--- config.mk ---
export PLATFORM = sky130hd
export DESIGN_NAME = alu_arbiter
export DESIGN_NICKNAME = d
export VERILOG_FILES = /design/src/rtl/alu_arbiter.sv
export SDC_FILE = /design/constraint.sdc
export NUM_CORES = 1
export LEC_CHECK = 0
export CAP_MARGIN = 10
export CORE_ASPECT_RATIO = 2
export CORE_MARGIN = 3
export CORE_UTILIZATION = 39
export CTS_CLUSTER_DIAMETER = 200
export DETAILED_ROUTE_END_ITERATION = 8
export GPL_ROUTABILITY_DRIVEN = 0
export PLACE_DENSITY = 0.9
export SLEW_MARGIN = 20
export SYNTH_ARGS = -nofsm -noshare
export SYNTH_HDL_FRONTEND = slang
export SYNTH_SLANG_ARGS = --single-unit
--- constraint.sdc ---
create_clock -name CLK -period 1.8 [get_ports CLK]
set_input_delay 0.18 -clock CLK [delete_from_list [all_inputs] [get_ports CLK]]
set_output_delay 0.18 -clock CLK [all_outputs]
set_load 0.05 [all_outputs]
--- src/rtl/alu_arbiter.sv ---
// alu_arbiter: two requesters share one combinational ALU. A round-robin
// grant picks one transaction at a time, the operands are registered and
// driven to the ALU for one cycle, and the result is held for the owner
// until it is accepted.
// Optional feature macro: ALU_ARB_ILLEGAL_OP_EN. When defined, opcodes
// 4'b1010..4'b1111 are replaced by a harmless ADD of zeros and flagged on
// resp_err with a zero result.
module alu_arbiter #(
    parameter int WIDTH = 32
) (
    input  logic             CLK,
    input  logic             RST,
    input  logic [1:0]       req_valid,
    output logic [1:0]       req_ready,
    input  logic [3:0]       req_op0,
    input  logic [3:0]       req_op1,
    input  logic [WIDTH-1:0] req_a0,
    input  logic [WIDTH-1:0] req_b0,
    input  logic [WIDTH-1:0] req_a1,
    input  logic [WIDTH-1:0] req_b1,
    output logic [3:0]       alu_op,
    output logic [WIDTH-1:0] alu_a,
    output logic [WIDTH-1:0] alu_b,
    input  logic [WIDTH-1:0] alu_result,
    output logic [1:0]       resp_valid,
    input  logic [1:0]       resp_ready,
    output logic [WIDTH-1:0] resp_result,
    output logic             resp_err
);

    typedef enum logic [1:0] {
        IDLE,
        EXEC,
        RESP
    } state_t;

    state_t           state_reg;
    state_t           state_next;
    logic             ptr_reg;
    logic             owner_reg;
    logic [3:0]       op_reg;
    logic [WIDTH-1:0] a_reg;
    logic [WIDTH-1:0] b_reg;
    logic [WIDTH-1:0] result_reg;
`ifdef ALU_ARB_ILLEGAL_OP_EN
    logic             err_reg;
    logic             sel_illegal;
`endif

    logic             grant_id;
    logic             accept;
    logic             resp_active;
    logic [3:0]       sel_op;
    logic [WIDTH-1:0] sel_a;
    logic [WIDTH-1:0] sel_b;

    // Round-robin grant: a lone valid requester wins, a tie goes to the pointer.
    always_comb begin
        grant_id = 1'b0;
        if (req_valid == 2'b11) begin
            grant_id = ptr_reg;
        end else begin
            grant_id = req_valid[1];
        end
    end

    // Operand mux for the granted requester.
    always_comb begin
        sel_op = grant_id ? req_op1 : req_op0;
        sel_a  = grant_id ? req_a1  : req_a0;
        sel_b  = grant_id ? req_b1  : req_b0;
    end

`ifdef ALU_ARB_ILLEGAL_OP_EN
    assign sel_illegal = (sel_op >= 4'b1010);
`endif

    // FSM state register.
    always_ff @(posedge CLK) begin
        if (RST) begin
            state_reg <= IDLE;
        end else begin
            state_reg <= state_next;
        end
    end

    // FSM next state and handshake strobes; reset masks both handshakes.
    always_comb begin
        state_next  = state_reg;
        accept      = 1'b0;
        resp_active = 1'b0;
        case (state_reg)
            IDLE: begin
                accept = !RST && req_valid[grant_id];
                if (accept) begin
                    state_next = EXEC;
                end
            end
            EXEC: begin
                state_next = RESP;
            end
            RESP: begin
                resp_active = !RST;
                if (resp_ready[owner_reg]) begin
                    state_next = IDLE;
                end
            end
            default: begin
                state_next = IDLE;
            end
        endcase
    end

    // Per-requester handshake bits.
    for (genvar gi = 0; gi < 2; gi++) begin : g_port
        assign req_ready[gi]  = accept && (grant_id == 1'(gi));
        assign resp_valid[gi] = resp_active && (owner_reg == 1'(gi));
    end

    // Datapath: capture the request on accept, capture the ALU result in EXEC.
    always_ff @(posedge CLK) begin
        if (RST) begin
            ptr_reg    <= 1'b0;
            owner_reg  <= 1'b0;
            op_reg     <= 4'b0000;
            a_reg      <= '0;
            b_reg      <= '0;
            result_reg <= '0;
`ifdef ALU_ARB_ILLEGAL_OP_EN
            err_reg    <= 1'b0;
`endif
        end else begin
            if (accept) begin
                owner_reg <= grant_id;
                ptr_reg   <= ~grant_id;
`ifdef ALU_ARB_ILLEGAL_OP_EN
                err_reg   <= sel_illegal;
                if (sel_illegal) begin
                    op_reg <= 4'b0011;
                    a_reg  <= '0;
                    b_reg  <= '0;
                end else begin
                    op_reg <= sel_op;
                    a_reg  <= sel_a;
                    b_reg  <= sel_b;
                end
`else
                op_reg    <= sel_op;
                a_reg     <= sel_a;
                b_reg     <= sel_b;
`endif
            end
            if (state_reg == EXEC) begin
`ifdef ALU_ARB_ILLEGAL_OP_EN
                result_reg <= err_reg ? '0 : alu_result;
`else
                result_reg <= alu_result;
`endif
            end
        end
    end

    assign alu_op      = op_reg;
    assign alu_a       = a_reg;
    assign alu_b       = b_reg;
    assign resp_result = result_reg;
`ifdef ALU_ARB_ILLEGAL_OP_EN
    assign resp_err    = err_reg;
`else
    assign resp_err    = 1'b0;
`endif

endmodule

==> results of run 1 <==
==> what timing repair did <==
item	CTS	global route
setup endpoints to repair	1	0
setup buffers	5	0
gates resized for setup	2	0
==> cell usage in the layout (no fill, tap or decap), types with 3 or more instances in the layout <==
cell,instances
clkinvlp_4,3
a21oi_1,103
clkdlybuf4s50_1,269
a311oi_2,68
o21ai_0,67
clkbuf_16,9
nand3_1,69
buf_12,14
dfxtp_1,103
nand2_1,64
buf_4,17
==> final cells by class <==
class / instances / area, um2 / area share, %
Clock inverter: 6 / 53.8 / 0.644
Sequential cell: 104 / 2080 / 25.0
Inverter: 3 / 13.8 / 0.165
Timing Repair Buffer: 303 / 3170 / 38.0
Tap cell: 150 / 188 / 2.25
Multi-Input combinational cell: 388 / 2610 / 31.3
Clock buffer: 9 / 225 / 2.70
==> path summary, 6_finish.rpt <==
kind,start,to,slack (ps)
setup reg to reg,state_reg[0],alu_b[9],140
hold reg to reg,resp_result[0],resp_result[0],450
setup / recovery,alu_a[11],alu_a[11],80
hold / removal,alu_result[16],resp_result[16],380
==> per-stage QoR <==
stage                     setup WS [ps]  setup TNS, ps  hold WS [ps]
after floorplan                    36.0              0           316
after detailed placement          -65.9          -1730           446
after global placement            -8.71          -9.32           441
after global routing              0.423              0           374
final                              77.2              0           383
after CTS                          44.1              0           372
==> routing by layer <==
metal | vias to the layer above | routed length, um | GRT usage, %
li1 | 2584 | - | -
met1 | 2515 | 6320 | 25.8
met2 | 284 | 9610 | 43.5
met3 | 60 | 1450 | 6.17
met4 | 0 | 935 | 12.9
met5 | - | 0 | 0
==> power by group through the flow <==
stage          combinational, mW  clock (mW)  sequential [mW]
5_1_grt                     2.76        2.01             2.64
3_5_place_dp                2.55           0             2.67
4_1_cts                     2.62        1.92             2.62
6_report                    2.61        1.87             2.62
3_3_place_gp                2.52           0             2.67
2_1_floorplan              0.898           0             3.35
==> logic make-up after synthesis <==
family,Yosys count,synth area share [%]
compound gates,241,37.2
buf+inv,76,8.45
flops,104,40.8
mux,1,0.196
other cells,1,0.0734
simple gates,145,13.3
==> key figures, run 1 <==
Synth
  • Number of enable-type register cells in the synthesized netlist: 0
  • Synth Area per Inst: 8.99 um2
  • Cell types occupying the most area after synthesis: dfxtp_1 (41%), a311oi_2 (20%), a21oi_1 (10%)
  • Asr flop ratio synth: 0%
  • Unique masters post-synth: 30
  • Most common library cells after synthesis: dfxtp_1 (104), a21oi_1 (103), nand3_1 (69)
  • Post-synthesis cell count: about 570
  • Synthesis Warnings: 0
  • Syn Std Cell Area: 5110 um2
  • Fraction of post-synthesis cell area in the top cell type by area: 40.8%
  • Synthesized Nets: between 700 and 800
  • Sequential element share of the synthesized area: 40.8%
  • Register bit total from synthesis: roughly 100
  • Top_reg_cell synth: dfxtp_1
  • Leading cell type by number of instances after synthesis: dfxtp_1
  • Post-synth top area cell: dfxtp_1

CTS
  • Sink count of the clock tree: 104
  • Latest clock arrival within the worst-skew pair: 340 ps
  • H-tree depth: 3
  • Root buf cell: clkbuf_16
  • Inserted Clock Buffers: 9
  • Bufs on Longest Clock Path: 2
  • CTS tree: done
  • Quantity of hold-fixing buffers added after cts: 0
  • Worst-path clk slew: ~80 ps

Global routing
  • Number of global-route vias before repair: between 5,000 and 6,000
  • Global-route wire length before repair: around 28,000 um
  • Pin count of the biggest net entering global routing: 104
  • Gr usage total: 24.5%
  • Overflow after GRT: 0
  • Number of antenna violations at the first check in global routing: 0

Floorplan
  • Die Height: between 150 and 200 um
  • Standard-cell rows: just under 60
  • Die ar.: between 10,000 and 15,000 um2
  • Starting density of the core: about two fifths
  • Top-level I/O count: around 280
  • Die Width: slightly below 90 um
  • Core area: about 13,000 um2

Setup path
  • Stages on worst setup path: 1
  • Kind of end point of the critical path: primary output
  • Worst-path fanout max: 2
  • Critical path buffers and inverters: 1
  • Longest individual stage delay on the worst path: 830 ps
  • Setup crit start kind: flip-flop
  • CP cell instances: clkdlybuf4s50_1
  • Kind of cell adding the most delay to the critical path: buffers and inverters
  • Crit Path Category: flip-flop to primary output
  • Crit path max-delay cell type: clkdlybuf4s50_1
  • Worst Reg2Reg Path Length in Cells: 6
  • Data arrival time of the worst path: between 1500 and 2000 ps
  • CP required: approximately 1600 ps

STA
  • Least-Margin Pin Slew: 624 ps
  • F_max: 580 MHz
  • RSZ-0062 raised after global routing: false
  • Clock period minus final worst setup slack: 1720 ps
  • Final setup violation count: 0
  • Worst slew margin: 58.4%
  • Hold Fails Final Rpt: 0
  • Max Clock Skew: between 10 and 15 ps
  • Number of pins with negative max-slew slack in the final report: 0
  • Final period util: 95.7%

Worst hold path
  • Hold/Removal Path Class: primary input to flip-flop
  • Worst hold path stage count: 3

Flow run
  • Maximum Capacitance Violations: 0

Detailed routing
  • First-pass detailed-route iteration total: 5
  • Routed wirelength normalized by instance count: ~19 um
  • DRC marker count from the first detailed-route iteration: just under 300
  • Total detailed-routing wirelength: between 15,000 and 20,000 um
  • Number of remaining DRC errors: 0
  • DR vias/cell: between 5 and 6
  • Number of routed nets with antenna violations: 0
  • Via total after detailed routing: between 5,000 and 6,000

Finish
  • Fill cell total of the finished layout: about 960
  • Final #Nets: around 1,000
  • Share of cells above drive strength 1: 16.1%
  • Diode count: 0
  • Area growth from synthesis to final layout: 63.4%
  • Post-route design area: approximately 8300 um2
  • Number of standard cells in the final layout excluding fillers: between 900 and 1,000
  • Post-route core utilization: about two thirds

Placed design
  • Dpl cell area: around 8000 um2
  • Placed Instances: 941
  • Count of input and output buffers: roughly 280
  • Half-perimeter wire length of the detailed placement result: about 13,000 um

Pwr
  • Sw Share: a little over a third
  • Total Power Consumption: approximately 7 mW
  • Combinational share of power: between 30% and 40%
  • Clock power frac: about a quarter
  • Worst-case vdd ir drop: roughly 760 uV
  • Sequential share of power: approximately 37%
  • Leak pwr: around 2.8 nW
  • P_sw: roughly 2.6 mW
  • Cell internal pwr: 4.55 mW
  • Total power density per cell area: 851 nW/um2

Outcome
  • Run status: finished, final reports clean
Note: power is estimated with default switching activity, not from simulation.
==> run 2, diff against run 1 <==
Settings changed: ABC_AREA set to 1, CORE_UTILIZATION 39 to 37, PLACE_DENSITY 0.9 to 0.89.
==> key figures, run 2 <==
Synth
  • Most common library cells after synthesis: nand2_1 (282), dfxtp_1 (104), nor2_1 (71)
  • Register bit total from synthesis: 104
  • Synth Area per Inst: about 6.6 um2
  • Cell types occupying the most area after synthesis: dfxtp_1 (46%), nand2_1 (23%), a21oi_1 (7.6%)
  • Number of enable-type register cells in the synthesized netlist: 0
  • Post-synth top area cell: dfxtp_1
  • Syn Std Cell Area: around 4600 um2
  • Sequential element share of the synthesized area: a little under half
  • Synthesized Nets: approximately 870
  • Asr flop ratio synth: 0%
  • Post-synthesis cell count: just under 700
  • Unique masters post-synth: 16
  • Leading cell type by number of instances after synthesis: nand2_1
  • Synthesis Warnings: 0
  • Top_reg_cell synth: dfxtp_1
  • Fraction of post-synthesis cell area in the top cell type by area: 45.6%

Pwr
  • Total power density per cell area: 874 nW/um2
  • Worst-case vdd ir drop: 710 uV
  • Leak pwr: around 3.2 nW
  • Total Power Consumption: 6.78 mW

Flow run
  • Maximum Capacitance Violations: 0

Finish
  • Number of standard cells in the final layout excluding fillers: about 1,100
  • Most common cell after layout, fill and taps aside: nand2_1
  • Diode count: 0
  • Share of cells above drive strength 1: between 5 and 6%
  • Area growth from synthesis to final layout: 69.9%
  • Final #Nets: 1,114
  • Post-route design area: around 7800 um2
  • Most used cells in the layout excluding fill and tap cells: nand2_1 (280), clkdlybuf4s50_1 (260), dfxtp_1 (104)

Setup path
  • First element of the critical path: alu_b[6]
  • Critical path buffers and inverters: 1
  • Kind of cell adding the most delay to the critical path: buffers and inverters
  • Reg2reg start: ptr_reg
  • Setup crit start kind: flip-flop
  • Crit path max-delay cell type: clkdlybuf4s50_1
  • CP required: around 1600 ps
  • Data arrival time of the worst path: 1540 ps
  • Worst R2R Setup Slack: 460 ps
  • End of the worst register-to-register path: alu_b[22]
  • Worst Reg2Reg Path Length in Cells: 7
  • Kind of end point of the critical path: primary output
  • Crit Path Category: flip-flop to primary output
  • Longest individual stage delay on the worst path: 840 ps
  • CP cell instances: clkdlybuf4s50_1
  • Worst-path fanout max: 2

Outcome
  • Run status: finished, final reports clean

Detailed routing
  • Routed wirelength normalized by instance count: between 10 and 15 um
  • Number of remaining DRC errors: 0
  • Number of routed nets with antenna violations: 0
  • Routed metal-1 wirelength: between 5000 and 6000 um
  • Via total after detailed routing: 5,326
  • Highest layer used for signal routing: met4
  • DRC marker count from the first detailed-route iteration: approximately 180
  • Total detailed-routing wirelength: ~16,000 um
  • First-pass detailed-route iteration total: 4
  • Total length of routed met2 wires: just under 9000 um
  • DR vias/cell: 4.89
  • Routed wl met3: between 900 and 1000 um

CTS
  • Sink count of the clock tree: approximately 100
  • Worst-path clk slew: ~70 ps
  • Latest clock arrival within the worst-skew pair: roughly 340 ps
  • Quantity of hold-fixing buffers added after cts: 0
  • CTS tree: done
  • Root buf cell: clkbuf_16
  • Bufs on Longest Clock Path: 2
  • H-tree depth: 3
  • Inserted Clock Buffers: 9

Worst hold path
  • Hold/Removal Path Class: primary input to flip-flop
  • Capture endpoint of the worst hold path: state_reg[1]
  • Hold path start: RST
  • Worst hold path stage count: 4

STA
  • Setup_tns: 0 ps
  • Max Clock Skew: between 7 and 8 ps
  • Final setup violation count: 0
  • Worst slew margin: 51.5%
  • Clock period minus final worst setup slack: about 1700 ps
  • Final period util: ~96%
  • Least-Margin Pin Slew: 728 ps
  • Number of pins with negative max-slew slack in the final report: 0
  • RSZ-0062 raised after global routing: false
  • Hold Fails Final Rpt: 0
  • F_max: between 500 and 600 MHz

Global routing
  • Overflow after GRT: 0
  • Number of antenna violations at the first check in global routing: 0
  • Global-route wire length before repair: ~25,000 um
  • Gr usage total: 22.8%
  • Number of global-route vias before repair: between 5,000 and 6,000
  • Pin count of the biggest net entering global routing: 70

Floorplan
  • Die ar.: between 10,000 and 15,000 um2
  • Top-level I/O count: roughly 280
  • Core area: about 12,000 um2
  • Starting density of the core: between 30% and 40%
  • Die Width: approximately 85 um
  • Standard-cell rows: 56
  • Die Height: 163 um

Placed design
  • Half-perimeter wire length of the detailed placement result: approximately 12,000 um
  • Count of input and output buffers: approximately 280
  • Placed Instances: roughly 1,100
  • Dpl cell area: around 7500 um2
-- run 2: cell count changes in the layout (fill, tap and decap cells not counted), sizes merged, moves of 3 or more --
cell | previous run | this run
a21oi | 103 | 69
a311oi | 68 | 0
clkdlybuf4s50 | 269 | 260
inv | 5 | 8
nand2 | 65 | 284
nor2 | 2 | 71
o21ai | 68 | 32
-- run 2: area by class of cell --
type                       count  area, um2
fill                        1004       4150
clock inverter                 7       78.8
timing repair buffer         291       2940
clock buffer                   9        225
multi-input combinational    528       2230
inverter                       6       22.5
tap                          145        181
sequential                   104       2080
-- run 2: timing repair --
action,4_1_cts,5_1_grt
gates resized for setup,0,1
endpoints found under the setup margin,0,1
hold endpoints to repair,0,0
setup buffers,0,0
-- run 2: how the worst max path moves through the flow --
stage | to | slack [ps] | cells after the start
after CTS | alu_b[22] | 60 | 1
after global routing | alu_a[8] | 50 | 1
final | alu_b[6] | 80 | 1
after floorplan | owner_reg | 70 | 7
after global placement | ptr_reg | 120 | 8
after detailed placement | alu_op[2] | 100 | 7
-- run 2: cells by family (layout without fill, tap and decap cells) --
| logic type | after synthesis | in the layout | synth area share, % |
|---|---|---|---|
| AO/OA/AOI/OAI | 102 | 102 | 11.2 |
| buffers and inverters | 60 | 313 | 5.92 |
| flip-flops | 104 | 104 | 45.6 |
| other | 1 | 1 | 0.0821 |
| AND/OR/NAND/NOR | 425 | 425 | 37.2 |
-- run 2: routing by layer --
metal / vias to the layer above / track usage [%]
met4: 0 / 11.0
met1: 2388 / 24.1
li1: 2694 / -
met2: 204 / 41.8
met5: - / 0
met3: 40 / 5.30
-- run 2: worst min-delay path: stages --
cell	delay, ps
buf_2	100
inv_2	50
nand3_1	120
o22ai_1	90
-- run 2: report_power, final --
group	internal (mW)	leakage (nW)	switching (mW)
Clock	1.09	0.144	0.907
Sequential	2.49	0.852	0.0962
Combinational	0.883	2.19	1.31
Total	4.47	3.19	2.31
-- run 2: per-stage QoR --
step	hold slack, ps	util [%]	setup slack [ps]
3_5_place_dp	455	62.6	100
5_1_grt	282	65.1	50.8
4_1_cts	245	65.1	64.7
6_report	256	65.1	80.6
3_3_place_gp	450	62.6	122
2_1_floorplan	346	-	74.7
